**src/rtl/io_responder_if.sv**
```systemverilog
// io_responder bus bundle: CPU ioack handshake,
// host RX/TX word streams and status outputs.
interface io_responder_if #(
  parameter int DEPTH_LOG2 = 3
);
  logic                  io_read;
  logic                  io_write;
  logic                  selframe;
  logic [15:0]           io_wdata;
  logic                  ioack;
  logic [15:0]           io_rdata;
  logic                  in_valid;
  logic [15:0]           in_data;
  logic                  in_ready;
  logic                  out_valid;
  logic [15:0]           out_data;
  logic                  out_ready;
  logic [15:0]           frame;
  logic [DEPTH_LOG2:0]   rx_count;

  modport slave (
    input  io_read,
    input  io_write,
    input  selframe,
    input  io_wdata,
    output ioack,
    output io_rdata,
    input  in_valid,
    input  in_data,
    output in_ready,
    output out_valid,
    output out_data,
    input  out_ready,
    output frame,
    output rx_count
  );

  modport master (
    output io_read,
    output io_write,
    output selframe,
    output io_wdata,
    input  ioack,
    input  io_rdata,
    output in_valid,
    output in_data,
    input  in_ready,
    input  out_valid,
    input  out_data,
    output out_ready,
    input  frame,
    input  rx_count
  );
endinterface

```
**src/rtl/io_responder.sv**
```systemverilog
// Device end of the CPU I/O syscall handshake.
// Ports: clock, reset (sync, active high), bus
//   (slave: io_read/io_write/selframe/io_wdata
//   in, ioack/io_rdata out; RX stream in_valid/
//   in_data/in_ready; TX stream out_valid/
//   out_data/out_ready; frame, rx_count status).
module io_responder #(
  parameter int DEPTH_LOG2 = 3
) (
  input logic           clock,
  input logic           reset,
  io_responder_if.slave bus
);

  localparam int DEPTH = 1 << DEPTH_LOG2;
  localparam int CW    = DEPTH_LOG2 + 1;

  localparam logic [CW-1:0] FULL = CW'(DEPTH);
  localparam logic [CW-1:0] ONE  = CW'(1);

  localparam logic [DEPTH_LOG2-1:0] PINC =
    DEPTH_LOG2'(1);

  typedef enum logic {
    IDLE,
    ACK
  } state_t;

  state_t state;
  state_t state_n;

  logic [15:0] rdata_q;
  logic [15:0] frame_q;

  logic [15:0]           rx_mem [DEPTH];
  logic [DEPTH_LOG2-1:0] rx_wp;
  logic [DEPTH_LOG2-1:0] rx_rp;
  logic [CW-1:0]         rx_cnt;

  logic [15:0]           tx_mem [DEPTH];
  logic [DEPTH_LOG2-1:0] tx_wp;
  logic [DEPTH_LOG2-1:0] tx_rp;
  logic [CW-1:0]         tx_cnt;

  logic rx_empty;
  logic rx_full;
  logic tx_empty;
  logic tx_full;

  logic rd;
  logic wr;
  logic req;

  logic rx_push;
  logic rx_pop;
  logic tx_push;
  logic tx_pop;
  logic tx_room;
  logic frame_we;
  logic rd_frame;

  assign rx_empty = (rx_cnt == '0);
  assign rx_full  = (rx_cnt == FULL);
  assign tx_empty = (tx_cnt == '0);
  assign tx_full  = (tx_cnt == FULL);

  // Read wins when both requests are raised.
  assign rd  = bus.io_read;
  assign wr  = bus.io_write & ~bus.io_read;
  assign req = bus.io_read | bus.io_write;

  assign tx_pop  = ~tx_empty & bus.out_ready;

  // A full TX can still take a store in the
  // same cycle the host drains its head.
  assign tx_room = ~tx_full | tx_pop;

  always_comb begin
    state_n  = state;
    rx_pop   = 1'b0;
    tx_push  = 1'b0;
    frame_we = 1'b0;
    rd_frame = 1'b0;
    unique case (state)
      IDLE: begin
        unique case (1'b1)
          rd & bus.selframe: begin
            rd_frame = 1'b1;
            state_n  = ACK;
          end
          rd & ~bus.selframe & ~rx_empty: begin
            rx_pop  = 1'b1;
            state_n = ACK;
          end
          wr & bus.selframe: begin
            frame_we = 1'b1;
            state_n  = ACK;
          end
          wr & ~bus.selframe & tx_room: begin
            tx_push = 1'b1;
            state_n = ACK;
          end
          default: begin
            state_n = IDLE;
          end
        endcase
      end
      ACK: begin
        if (!req) begin
          state_n = IDLE;
        end
      end
      default: begin
        state_n = IDLE;
      end
    endcase
  end

  // A full RX still accepts a host word when a
  // LOAD pops in the same cycle.
  assign bus.in_ready = ~rx_full | rx_pop;
  assign rx_push      = bus.in_valid & bus.in_ready;

  always_ff @(posedge clock) begin
    if (reset) begin
      state   <= IDLE;
      rdata_q <= '0;
      frame_q <= '0;
    end else begin
      state <= state_n;
      if (rd_frame) begin
        rdata_q <= frame_q;
      end
      if (rx_pop) begin
        rdata_q <= rx_mem[rx_rp];
      end
      if (frame_we) begin
        frame_q <= bus.io_wdata;
      end
    end
  end

  always_ff @(posedge clock) begin
    if (rx_push) begin
      rx_mem[rx_wp] <= bus.in_data;
    end
  end

  always_ff @(posedge clock) begin
    if (reset) begin
      rx_wp  <= '0;
      rx_rp  <= '0;
      rx_cnt <= '0;
    end else begin
      if (rx_push) begin
        rx_wp <= rx_wp + PINC;
      end
      if (rx_pop) begin
        rx_rp <= rx_rp + PINC;
      end
      case ({rx_push, rx_pop})
        2'b10:   rx_cnt <= rx_cnt + ONE;
        2'b01:   rx_cnt <= rx_cnt - ONE;
        default: rx_cnt <= rx_cnt;
      endcase
    end
  end

  always_ff @(posedge clock) begin
    if (tx_push) begin
      tx_mem[tx_wp] <= bus.io_wdata;
    end
  end

  always_ff @(posedge clock) begin
    if (reset) begin
      tx_wp  <= '0;
      tx_rp  <= '0;
      tx_cnt <= '0;
    end else begin
      if (tx_push) begin
        tx_wp <= tx_wp + PINC;
      end
      if (tx_pop) begin
        tx_rp <= tx_rp + PINC;
      end
      case ({tx_push, tx_pop})
        2'b10:   tx_cnt <= tx_cnt + ONE;
        2'b01:   tx_cnt <= tx_cnt - ONE;
        default: tx_cnt <= tx_cnt;
      endcase
    end
  end

  assign bus.ioack     = (state == ACK);
  assign bus.io_rdata  = rdata_q;
  assign bus.frame     = frame_q;
  assign bus.rx_count  = rx_cnt;
  assign bus.out_valid = ~tx_empty;
  assign bus.out_data  = tx_mem[tx_rp];

endmodule

```
**src/flat_wrapper.sv**
```systemverilog
// flat-port wrapper written by rule: the top's interface ports become plain ports
module io_responder_flat 
#(
  parameter int DEPTH_LOG2 = 3
)
  (clock, reset, bus_io_read, bus_io_write, bus_selframe, bus_io_wdata, bus_ioack, bus_io_rdata, bus_in_valid, bus_in_data, bus_in_ready, bus_out_valid, bus_out_data, bus_out_ready, bus_frame, bus_rx_count);
  io_responder_if #(.DEPTH_LOG2(DEPTH_LOG2)) bus_i ();
  input logic clock;
  input logic reset;
  input wire logic [$bits(bus_i.io_read)-1:0] bus_io_read;
  input wire logic [$bits(bus_i.io_write)-1:0] bus_io_write;
  input wire logic [$bits(bus_i.selframe)-1:0] bus_selframe;
  input wire logic [$bits(bus_i.io_wdata)-1:0] bus_io_wdata;
  output wire logic [$bits(bus_i.ioack)-1:0] bus_ioack;
  output wire logic [$bits(bus_i.io_rdata)-1:0] bus_io_rdata;
  input wire logic [$bits(bus_i.in_valid)-1:0] bus_in_valid;
  input wire logic [$bits(bus_i.in_data)-1:0] bus_in_data;
  output wire logic [$bits(bus_i.in_ready)-1:0] bus_in_ready;
  output wire logic [$bits(bus_i.out_valid)-1:0] bus_out_valid;
  output wire logic [$bits(bus_i.out_data)-1:0] bus_out_data;
  input wire logic [$bits(bus_i.out_ready)-1:0] bus_out_ready;
  output wire logic [$bits(bus_i.frame)-1:0] bus_frame;
  output wire logic [$bits(bus_i.rx_count)-1:0] bus_rx_count;
  assign bus_i.io_read = bus_io_read;
  assign bus_i.io_write = bus_io_write;
  assign bus_i.selframe = bus_selframe;
  assign bus_i.io_wdata = bus_io_wdata;
  assign bus_ioack = bus_i.ioack;
  assign bus_io_rdata = bus_i.io_rdata;
  assign bus_i.in_valid = bus_in_valid;
  assign bus_i.in_data = bus_in_data;
  assign bus_in_ready = bus_i.in_ready;
  assign bus_out_valid = bus_i.out_valid;
  assign bus_out_data = bus_i.out_data;
  assign bus_i.out_ready = bus_out_ready;
  assign bus_frame = bus_i.frame;
  assign bus_rx_count = bus_i.rx_count;
  io_responder #(.DEPTH_LOG2(DEPTH_LOG2)) u_core (.clock(clock), .reset(reset), .bus(bus_i));
endmodule
```
**config.mk**
```make
export PLATFORM = sky130hd
export DESIGN_NAME = io_responder_flat
export DESIGN_NICKNAME = d
export VERILOG_FILES = /design/src/rtl/io_responder_if.sv /design/src/rtl/io_responder.sv /design/src/flat_wrapper.sv
export SDC_FILE = /design/constraint.sdc
export NUM_CORES = 1
export LEC_CHECK = 0
export ABC_AREA = 1
export ABC_CLOCK_PERIOD_IN_PS = 4000
export CAP_MARGIN = 10
export CORE_MARGIN = 4
export CORE_UTILIZATION = 23
export DETAILED_ROUTE_END_ITERATION = 6
export GPL_ROUTABILITY_DRIVEN = 0
export PLACE_DENSITY_LB_ADDON = 0.1
export SYNTH_ARGS = -nofsm -noshare
export SYNTH_HDL_FRONTEND = slang
export SYNTH_SLANG_ARGS = --single-unit
```
**constraint.sdc**
```tcl
create_clock -name clock -period 4 [get_ports clock]
set_clock_uncertainty 0.1 [all_clocks]
set_input_delay 0.4 -clock clock [delete_from_list [all_inputs] [get_ports clock]]
set_output_delay 0.4 -clock clock [all_outputs]
set_load 0.05 [all_outputs]
```
==> qor.yml, run 1 <==
sta:
  hold_viol: 0
  tightest_slew_ns: 0.879
  setup_viol: 0
  relSlewSlack_pct: 41.4
  fmax_ghz: 0.279
  fin_crit_ns: 3.58
  slew_viol_final: 0
  period_share_pct: 89.5
  whs_ns: 0.363
  setup_tns_ns: 0
  rsz0062_at_grt: "false"
synthesis:
  synth_seq_cells: 315
  syn-instance-count: 1099
  ys_seq_area_share_pct: 70.5
  synth_nets: 1148
  syn-mean-instance-area_um2: 11.4
  ys_types: 36
  post_synth_instance_area_mm2: 0.0126
  yosysWarnings: 0
route:
  viasPerCell: 4.32
  drtIter0Drc: 495
  antenna_left: 0
  num_vias: 8347
  routed_wl_um: 37000
  drc: 0
  drt_pass1_iterations: 4
  wl_per_cell_um: 19.2
critical_path:
  cp-end-kind: "output pin"
  crit_type: "reg -> out"
  critPathSlowestCell: "clkdlybuf4s50_1"
  start_kind: "flop"
  critical_path.max_stage_delay_ns: 0.88
  critPathMaxFanout: 64
  crit_buf_inv: 2
  cp.required_ns: 3.50
  path_cells: "buf_4, o21ai_0, o22ai_1, nor2_1, a31oi_1, clkdlybuf4s50_1"
  critPathArrivalTime_ns: 3.08
  critical_path.top_delay_family: "buffers and inverters"
floorplan:
  fp-row-count: 85
  die_w_um: 242
  initial_core_util_pct: 23.3
  die_h_um: 242
  io-pin-count: 94
  dieArea_mm2: 0.0585
  coreArea_mm2: 0.0540
power_and_ir_drop:
  p_per_area_mw_per_mm2: 601
  swShare_pct: 32.4
  internal_power_mw: 6.31
  p_seq_share_pct: 40.4
  ir_worst_vdd_mv: 0.233
  power_frac_clock_pct: 35.6
  p_leak_nw: 5.26
  power_frac_comb_pct: 24.0
  p_switching_mw: 3.03
place:
  port_buffers: 93
  place_area_mm2: 0.0144
  hpwl_um: 22700
clock_tree:
  clock-sinks: 315
  clk_latency_ns: 0.54
  clkTransAtPathRegs_ns: 0.06
  post_cts_buffers: 0
  cts.path.max_buffers: 3
  cts_tree: "yes"
  cts_root_buf: "clkbuf_16"
  cts_max_level: 2
  numCtsBuffers: 38
  cts_hold_buf: 0
  ctsResizeCount: 0
run_status:
  outcome: "completed"
finish:
  finalNetCount: 1257
  area_growth_pct: 23.6
  antenna_cells: 0
  layout_common_cells: "nor2_1 (300), edfxtp_1 (256), o21ai_0 (174), clkdlybuf4s50_1 (93), nand3_1 (62)"
  fin_area_mm2: 0.0155
  drive_above_1_share_pct: 9.86
  layout_commonest_cell: "nor2_1"
global_routing:
  grt_pass1_vias: 8285
  overflow: 0
  antenna_found_initial: 0
  grt_usage_pct: 12.4
  grt_max_degree: 65
  grt_first_pass_wirelength_um: 55400
job:
  cap_violations: 0
hold_path:
  min_path_type: "reg -> reg"
## stage by stage
step	util, %	total power [mW]	cells	setup slack [ns]
floorplan	-	5.34	1099	0.658
global placement	26.6	6.12	1864	0.965
detailed placement	26.6	6.12	1864	0.980
CTS	28.8	9.52	1933	0.391
global route	28.8	9.83	1933	0.286
finish	28.8	9.34	1933	0.420
## routing by layer
layer	share of wire [%]	routed length (um)	up-vias	track usage [%]
li1	-	-	4106	-
met1	48	17600	4078	16.6
met2	47	17500	123	20.7
met3	3.4	1260	40	2.21
met4	1.7	641	0	3.40
met5	0	0	-	0
## worst reg2reg max path, stage by stage, from the launching register on
cell and delay [ns]:
dfxtp_1 0.38, nor2_2 0.17, nand2_2 0.07, o21bai_4 0.45, inv_2 0.08, ha_1 0.24, nand2_1 0.10, inv_1 0.04
nor2_1 0.17, ha_1 0.18, a21oi_1 0.05, xnor2_1 0.13, o21ai_0 0.13, inv_1 0.05
## final cells by class
class | count | area (um^2)
clock buffer | 51 | 1040
clock inverter | 18 | 151
fill | 5601 | 38500
inverter | 39 | 148
multi-input combinational | 686 | 3270
sequential | 315 | 8870
tap | 696 | 871
timing repair buffer | 128 | 1190
## sequential cells by signal, indices dropped and copies added, names as in the netlist, 3 cells and up, named ones only
register / count
u_core.rx_mem: 128
u_core.tx_mem: 128
u_core.bus.frame: 16
u_core.bus.io_rdata: 16
u_core.bus.rx_count: 4
u_core.tx_cnt: 4
u_core.rx_rp: 3
u_core.rx_wp: 3
u_core.tx_rp: 3
u_core.tx_wp: 3
## final timing paths
check | startpoint | endpoint | slack (ns) | cells past startpoint
worst max-delay path | flop | bus_out_data[13] | 0.42 | 6
worst min-delay path | u_core.tx_rp[2]$_SDFFE_PP0P_ | flop | 0.36 | 2
worst max register to register | u_core.bus.rx_count[0]$_SDFFE_PP0P_ | u_core.bus.rx_count[2]$_SDFFE_PP0P_ | 1.57 | 13
worst min register to register | u_core.tx_rp[2]$_SDFFE_PP0P_ | flop | 0.36 | 2
## synthesized netlist by cell type (all sizes together)
library cell    n  share of area (%)
nor4            2              0.099
buf            33                1.8
nor3           10               0.40
inv            37                1.1
nand3          64                2.6
or2             1              0.050
o21ai         191                7.7
clkinv          2              0.070
o22ai          16               0.80
nor2          302                9.0
dlygate4sd1     1              0.070
a31oi          16               0.80
o21bai          1               0.15
nand4           5               0.25
ha             10               0.99
dfxtp          59                9.4
xor2            1              0.070
a21oi          31                1.3
clkbuf         25               0.92
edfxtp        256                 61
xnor2           2               0.14
nand2          34                1.1
## cell families (layout without fill, tap and decap cells)
family | count (synthesis) | after routing | share of synthesized area (%)
simple gates | 418 | 418 | 13.6
flops | 315 | 315 | 70.5
compound gates | 255 | 255 | 10.7
buf+inv | 98 | 236 | 4.01
xor+xnor | 3 | 3 | 0.209
fa+ha+maj | 10 | 10 | 0.994
## power by group through the flow
| stage | clock network (mW) | logic, mW | registers [mW] |
|---|---|---|---|
| after detailed placement | 0 | 2.28 | 3.84 |
| final | 3.33 | 2.24 | 3.77 |
| after floorplan | 0 | 1.41 | 3.93 |
| after global placement | 0 | 2.28 | 3.84 |
| after global routing | 3.58 | 2.46 | 3.78 |
| after CTS | 3.45 | 2.29 | 3.77 |
No activity file was read; power rests on OpenSTA's default activity.
==> inputs of run 2 (changes only) <==
- CORE_MARGIN: 4 -> unset
==> qor.yml, run 2 (synthesis gave the netlist of run 1 again) <==
critical_path:
  cp-end-kind: "output pin"
  rr_worst_depth: 13  # unchanged
  reg2reg_to: "u_core.bus.rx_count[2]$_SDFFE_PP0P_"
  cp.required_ns: 3.50  # about the same
  start_kind: "flop"
  critPathArrivalTime_ns: 3.00  # -0.08 ns
  critPathMaxFanout: 64  # unchanged
  r2r_slack_ns: 1.40  # -0.17 ns
  path_cells: "buf_4, o21ai_0, o22ai_1, nor2_1, a31oi_1, clkdlybuf4s50_1"
  critPathSlowestCell: "clkdlybuf4s50_1"
  crit_type: "reg -> out"
  critical_path.max_stage_delay_ns: 0.84  # -0.04 ns
  r2r-start: "u_core.bus.ioack$_SDFF_PP0_"
route:
  drtIter0Drc: 496  # +0.20%
  drt_pass1_iterations: 4  # unchanged
  antenna_left: 0  # unchanged
  wl_per_cell_um: 19.0  # -1.1%
  num_vias: 8398  # +0.61%
  viasPerCell: 4.35  # +0.77%
  drc: 0  # unchanged
  routed_wl_um: 36600  # -1.3%
sta:
  relSlewSlack_pct: 42.6  # +1.3 points
  slew_viol_final: 0  # unchanged
  rsz0062_at_grt: "false"
  tightest_slew_ns: 0.859  # -0.0195 ns
  period_share_pct: 87.4  # -2.1 points
  fin_ws_ns: 0.503  # +0.0827 ns
  setup_viol: 0  # unchanged
  fin_crit_ns: 3.50  # -0.0827 ns
  whs_ns: 0.355  # -0.00811 ns
  hold_viol: 0  # unchanged
  setup_tns_ns: 0  # unchanged
  fmax_ghz: 0.286  # +2.4%
power_and_ir_drop:
  ir_worst_vdd_mv: 0.325  # +39%
  p_per_area_mw_per_mm2: 614  # +2.2%
  p_switching_mw: 3.02  # -0.17%
  power_frac_clock_pct: 37.6  # +2.0 points
  internal_power_mw: 6.57  # +4.0%
  power_frac_comb_pct: 23.0  # -1.0 points
  p_leak_nw: 5.28  # +0.31%
  swShare_pct: 31.5  # -0.89 points
  p_seq_share_pct: 39.4  # -1.0 points
global_routing:
  grt_max_degree: 65  # unchanged
  grt_pass1_vias: 8462  # +2.1%
  overflow: 0  # unchanged
  grt_first_pass_wirelength_um: 55000  # -0.75%
  antenna_found_initial: 0  # unchanged
  grt_usage_pct: 13.2  # +0.85 points
clock_tree:
  cts_root_buf: "clkbuf_16"
  numCtsBuffers: 39  # +2.6%
  clock-sinks: 315  # unchanged
  clk_latency_ns: 0.56  # +0.02 ns
  cts.path.max_buffers: 3  # unchanged
  post_cts_buffers: 0  # unchanged
  cts_tree: "yes"
  cts_max_level: 2  # unchanged
  ctsResizeCount: 0  # unchanged
  clkTransAtPathRegs_ns: 0.05  # about the same
  cts_hold_buf: 0  # unchanged
floorplan:
  die_w_um: 236  # -2.5%
  coreArea_mm2: 0.0539  # -0.20%
  fp-row-count: 85  # unchanged
  dieArea_mm2: 0.0556  # -4.9%
  initial_core_util_pct: 23.3  # +0.046 points
  io-pin-count: 94  # unchanged
  die_h_um: 236  # -2.5%
finish:
  drive_above_1_share_pct: 9.56  # -0.30 points
  finalNetCount: 1252  # -0.40%
  top_regs: "u_core.rx_mem (128), u_core.tx_mem (128)"
  layout_common_cells: "nor2_1 (300), edfxtp_1 (256), o21ai_0 (174), clkdlybuf4s50_1 (93), nand3_1 (62)"
  antenna_cells: 0  # unchanged
  area_growth_pct: 24.1
  fill_cells: 5564  # -0.66%
  layout_commonest_cell: "nor2_1"
run_status:
  outcome: "completed"
place:
  dp_slack_ns: 0.893  # -0.0869 ns
  hpwl_um: 22000  # -2.8%
  port_buffers: 93  # unchanged
hold_path:
  hold_start: "u_core.tx_rp[2]$_SDFFE_PP0P_"
  hold_path_depth: 2  # unchanged
  hold_end: "u_core.tx_rp[2]$_SDFFE_PP0P_"
  min_path_type: "reg -> reg"
job:
  cap_violations: 0  # unchanged
[run 2: final cells by class]
type	instances	area (um^2)	share of cell area, %
clock buffers	59	1130	7.25
clock inverters	13	178	1.14
inverters	39	148	0.945
multi-input cells	686	3270	20.9
flip-flops and latches	315	8870	56.8
well taps	696	871	5.58
repair buffers	122	1150	7.35
[run 2: critical path, delay by kind of cell (launching register included)]
family / cells / cell delay [ns]
AOI/OAI and AO/OA: 3 / 0.67
and+or+nand+nor: 1 / 0.09
buffers and inverters: 2 / 1.38
DFF: 1 / 0.33
[run 2: power by group through the flow]
stage | clock, mW | sequential, mW | combinational (mW)
6_report | 3.60 | 3.78 | 2.21
5_1_grt | 3.85 | 3.79 | 2.42
4_1_cts | 3.74 | 3.78 | 2.25
3_5_place_dp | 0 | 3.85 | 2.25
3_3_place_gp | 0 | 3.85 | 2.25
2_1_floorplan | 0 | 3.93 | 1.41
[run 2: routing by layer]
| metal | up-vias | part of all wire, % | GRT usage, % |
|---|---|---|---|
| met4 | 0 | 2.0 | 3.98 |
| met5 | - | 0 | 0 |
| met2 | 131 | 49 | 22.7 |
| met1 | 4109 | 45 | 16.7 |
| met3 | 50 | 3.8 | 2.54 |
| li1 | 4108 | - | - |
[run 2: worst max path at each step]
stage | to | slack [ns] | cells after the start
2_1_floorplan | u_core.rx_mem[0][0]$_DFFE_PP_ | 0.66 | 5
3_3_place_gp | u_core.bus.rx_count[2]$_SDFFE_PP0P_ | 0.94 | 14
3_5_place_dp | u_core.bus.rx_count[2]$_SDFFE_PP0P_ | 0.89 | 14
4_1_cts | bus_out_data[4] | 0.42 | 6
5_1_grt | bus_out_data[4] | 0.29 | 6
6_report | bus_out_data[15] | 0.50 | 6
[run 2: per-stage QoR]
stage / instances / cell area [um^2] / util, % / power [mW]
5_1_grt: 1930 / 15600 / 29.0 / 10.1
6_report: 1930 / 15600 / 29.0 / 9.59
4_1_cts: 1930 / 15600 / 29.0 / 9.77
3_5_place_dp: 1858 / 14300 / 26.5 / 6.10
3_3_place_gp: 1858 / 14300 / 26.5 / 6.10
2_1_floorplan: 1099 / 12600 / - / 5.34
==> inputs of run 3 (changes only) <==
- CTS_CLUSTER_DIAMETER: unset -> 50
- RECOVER_POWER: unset -> 50
- SKIP_CTS_REPAIR_TIMING: unset -> 1
==> qor.yml, run 3 (synthesis gave the netlist of run 1 again) <==
clock_tree:
  cts_max_level: 2  # unchanged
  cts_tree: "yes"
  clk_latency_ns: 0.56  # about the same
  cts_root_buf: "clkbuf_16"
  numCtsBuffers: 47  # +21%
  clock-sinks: 315  # unchanged
  clkTransAtPathRegs_ns: 0.06  # about the same
  cts.path.max_buffers: 3  # unchanged
global_routing:
  grt_usage_pct: 13.2  # +0.020 points
  grtUsageMet3_pct: 2.74  # +0.20 points
  grt_first_pass_wirelength_um: 55200  # +0.38%
  grt_busiest_layer: "met2"
  grt_pass1_vias: 8544  # +0.97%
  use_met1_pct: 16.7  # about the same
  antenna_found_initial: 2  # +2
  overflow: 0  # unchanged
  grt_max_degree: 65  # unchanged
  grtUsageMet2_pct: 22.6  # -0.089 points
finish:
  finalNetCount: 1260  # +0.64%
  layout_commonest_cell: "nor2_1"
  layout_common_cells: "nor2_1 (301), edfxtp_1 (256), o21ai_0 (175), nand3_1 (62), clkdlybuf4s50_1 (60)"
  area_growth_pct: 26.8
  antenna_cells: 0  # unchanged
  drive_above_1_share_pct: 10.7  # +1.2 points
  top_regs: "u_core.rx_mem (128), u_core.tx_mem (128)"
  instances_no_fill: 1945  # +0.78%
  fin_area_mm2: 0.0160  # +2.2%
job:
  cap_violations: 1  # +1
power_and_ir_drop:
  p_per_area_mw_per_mm2: 649  # +5.7%
  ir_worst_vdd_mv: 0.325  # +0.23%
  p_leak_nw: 5.47  # +3.5%
route:
  drt_pass1_iterations: 4  # unchanged
  drc: 0  # unchanged
  antenna_left: 0  # unchanged
  num_vias: 8425  # +0.32%
  drtIter0Drc: 425  # -14%
  routed_wl_um: 36800  # +0.53%
  wl_per_cell_um: 18.9  # -0.25%
  viasPerCell: 4.33  # -0.45%
sta:
  tightest_slew_ns: 1.55  # +0.687 ns
  hold_viol: 0  # unchanged
  fmax_ghz: 0.280  # -2.1%
  period_share_pct: 89.3  # +1.9 points
  setup_viol: 0  # unchanged
  relSlewSlack_pct: -3.17  # -46 points
  setup_tns_ns: 0  # unchanged
  fin_crit_ns: 3.57  # +0.0756 ns
  rsz0062_at_grt: "false"
  slew_viol_final: 51  # +51
critical_path:
  start_kind: "flop"
  crit_type: "reg -> out"
  critPathMaxFanout: 64  # unchanged
  r2r-start: "u_core.bus.ioack$_SDFF_PP0_"
  critPathArrivalTime_ns: 3.07  # +0.07 ns
  cp-end-kind: "output pin"
  cp.required_ns: 3.50  # about the same
place:
  port_buffers: 93  # unchanged
  place_area_mm2: 0.0143  # unchanged
  hpwl_um: 22000  # unchanged
  dp.cells: 1858  # unchanged
floorplan:
  io-pin-count: 94  # unchanged
  coreArea_mm2: 0.0539  # unchanged
  die_w_um: 236  # unchanged
  die_h_um: 236  # unchanged
  initial_core_util_pct: 23.3  # unchanged
  fp-row-count: 85  # unchanged
  dieArea_mm2: 0.0556  # unchanged
run_status:
  outcome: "finished, violations left"
  violations: "capacitance limit, slew limit"
hold_path:
  hold_start: "u_core.tx_rp[2]$_SDFFE_PP0P_"
  min_path_type: "reg -> reg"
==> run 3: changes by cell type in the layout (fill, tap and decap cells not counted), moves of 4 or more <==
cell	before	now
clkdlybuf4s50_1	93	60
dlygate4sd3_1	0	33
inv_8	0	4
clkbuf_16	40	49
clkinv_4	0	6
clkbuf_1	13	7
==> run 3: routing by layer <==
| metal | vias up | share of wire (%) |
|---|---|---|
| met3 | 57 | 4.0 |
| met2 | 138 | 49 |
| met4 | 2 | 2.1 |
| met1 | 4099 | 45 |
| li1 | 4129 | - |
| met5 | - | 0.022 |
==> run 3: cell type report <==
| class | count | area (um^2) |
|---|---|---|
| Sequential cell | 315 | 8870 |
| Inverter | 39 | 148 |
| Multi-Input combinational cell | 686 | 3250 |
| Timing Repair Buffer | 122 | 1140 |
| Clock inverter | 30 | 389 |
| Fill cell | 5554 | 38000 |
| Tap cell | 696 | 871 |
| Clock buffer | 57 | 1290 |
==> run 3: path summary, 6_finish.rpt <==
kind / endpoint / slack [ns] / cells past startpoint
setup / recovery: bus_out_data[4] / 0.43 / 6
hold / removal: u_core.tx_rp[2]$_SDFFE_PP0P_ / 0.35 / 2
setup reg to reg: u_core.bus.rx_count[2]$_SDFFE_PP0P_ / 1.41 / 13
hold reg to reg: u_core.tx_rp[2]$_SDFFE_PP0P_ / 0.35 / 2
==> run 3: worst max-delay path: stages (launching register included) <==
cell	delay [ns]
dfxtp_2	0.33
buf_4	0.55
o21ai_0	0.19
o22ai_1	0.17
nor2_1	0.05
a31oi_1	0.34
clkdlybuf4s50_1	0.88
==> run 3: through the flow <==
| stage | setup WS, ns | power (mW) | util, % | hold slack (ns) |
|---|---|---|---|---|
| detailed placement | 0.893 | 6.10 | 26.5 | 0.353 |
| global route | 0.271 | 10.8 | 29.6 | 0.394 |
| finish | 0.427 | 10.4 | 29.6 | 0.354 |
| global placement | 0.943 | 6.10 | 26.5 | 0.359 |
| CTS | 0.403 | 10.5 | 29.6 | 0.361 |
| floorplan | 0.658 | 5.34 | - | 0.333 |
==> run 3: report_power, final <==
group / leakage, nW / total, mW / switching (mW) / internal, mW
registers: 2.80 / 3.78 / 0.104 / 3.67
clock network: 0.818 / 4.38 / 1.60 / 2.78
logic: 1.85 / 2.20 / 1.53 / 0.673
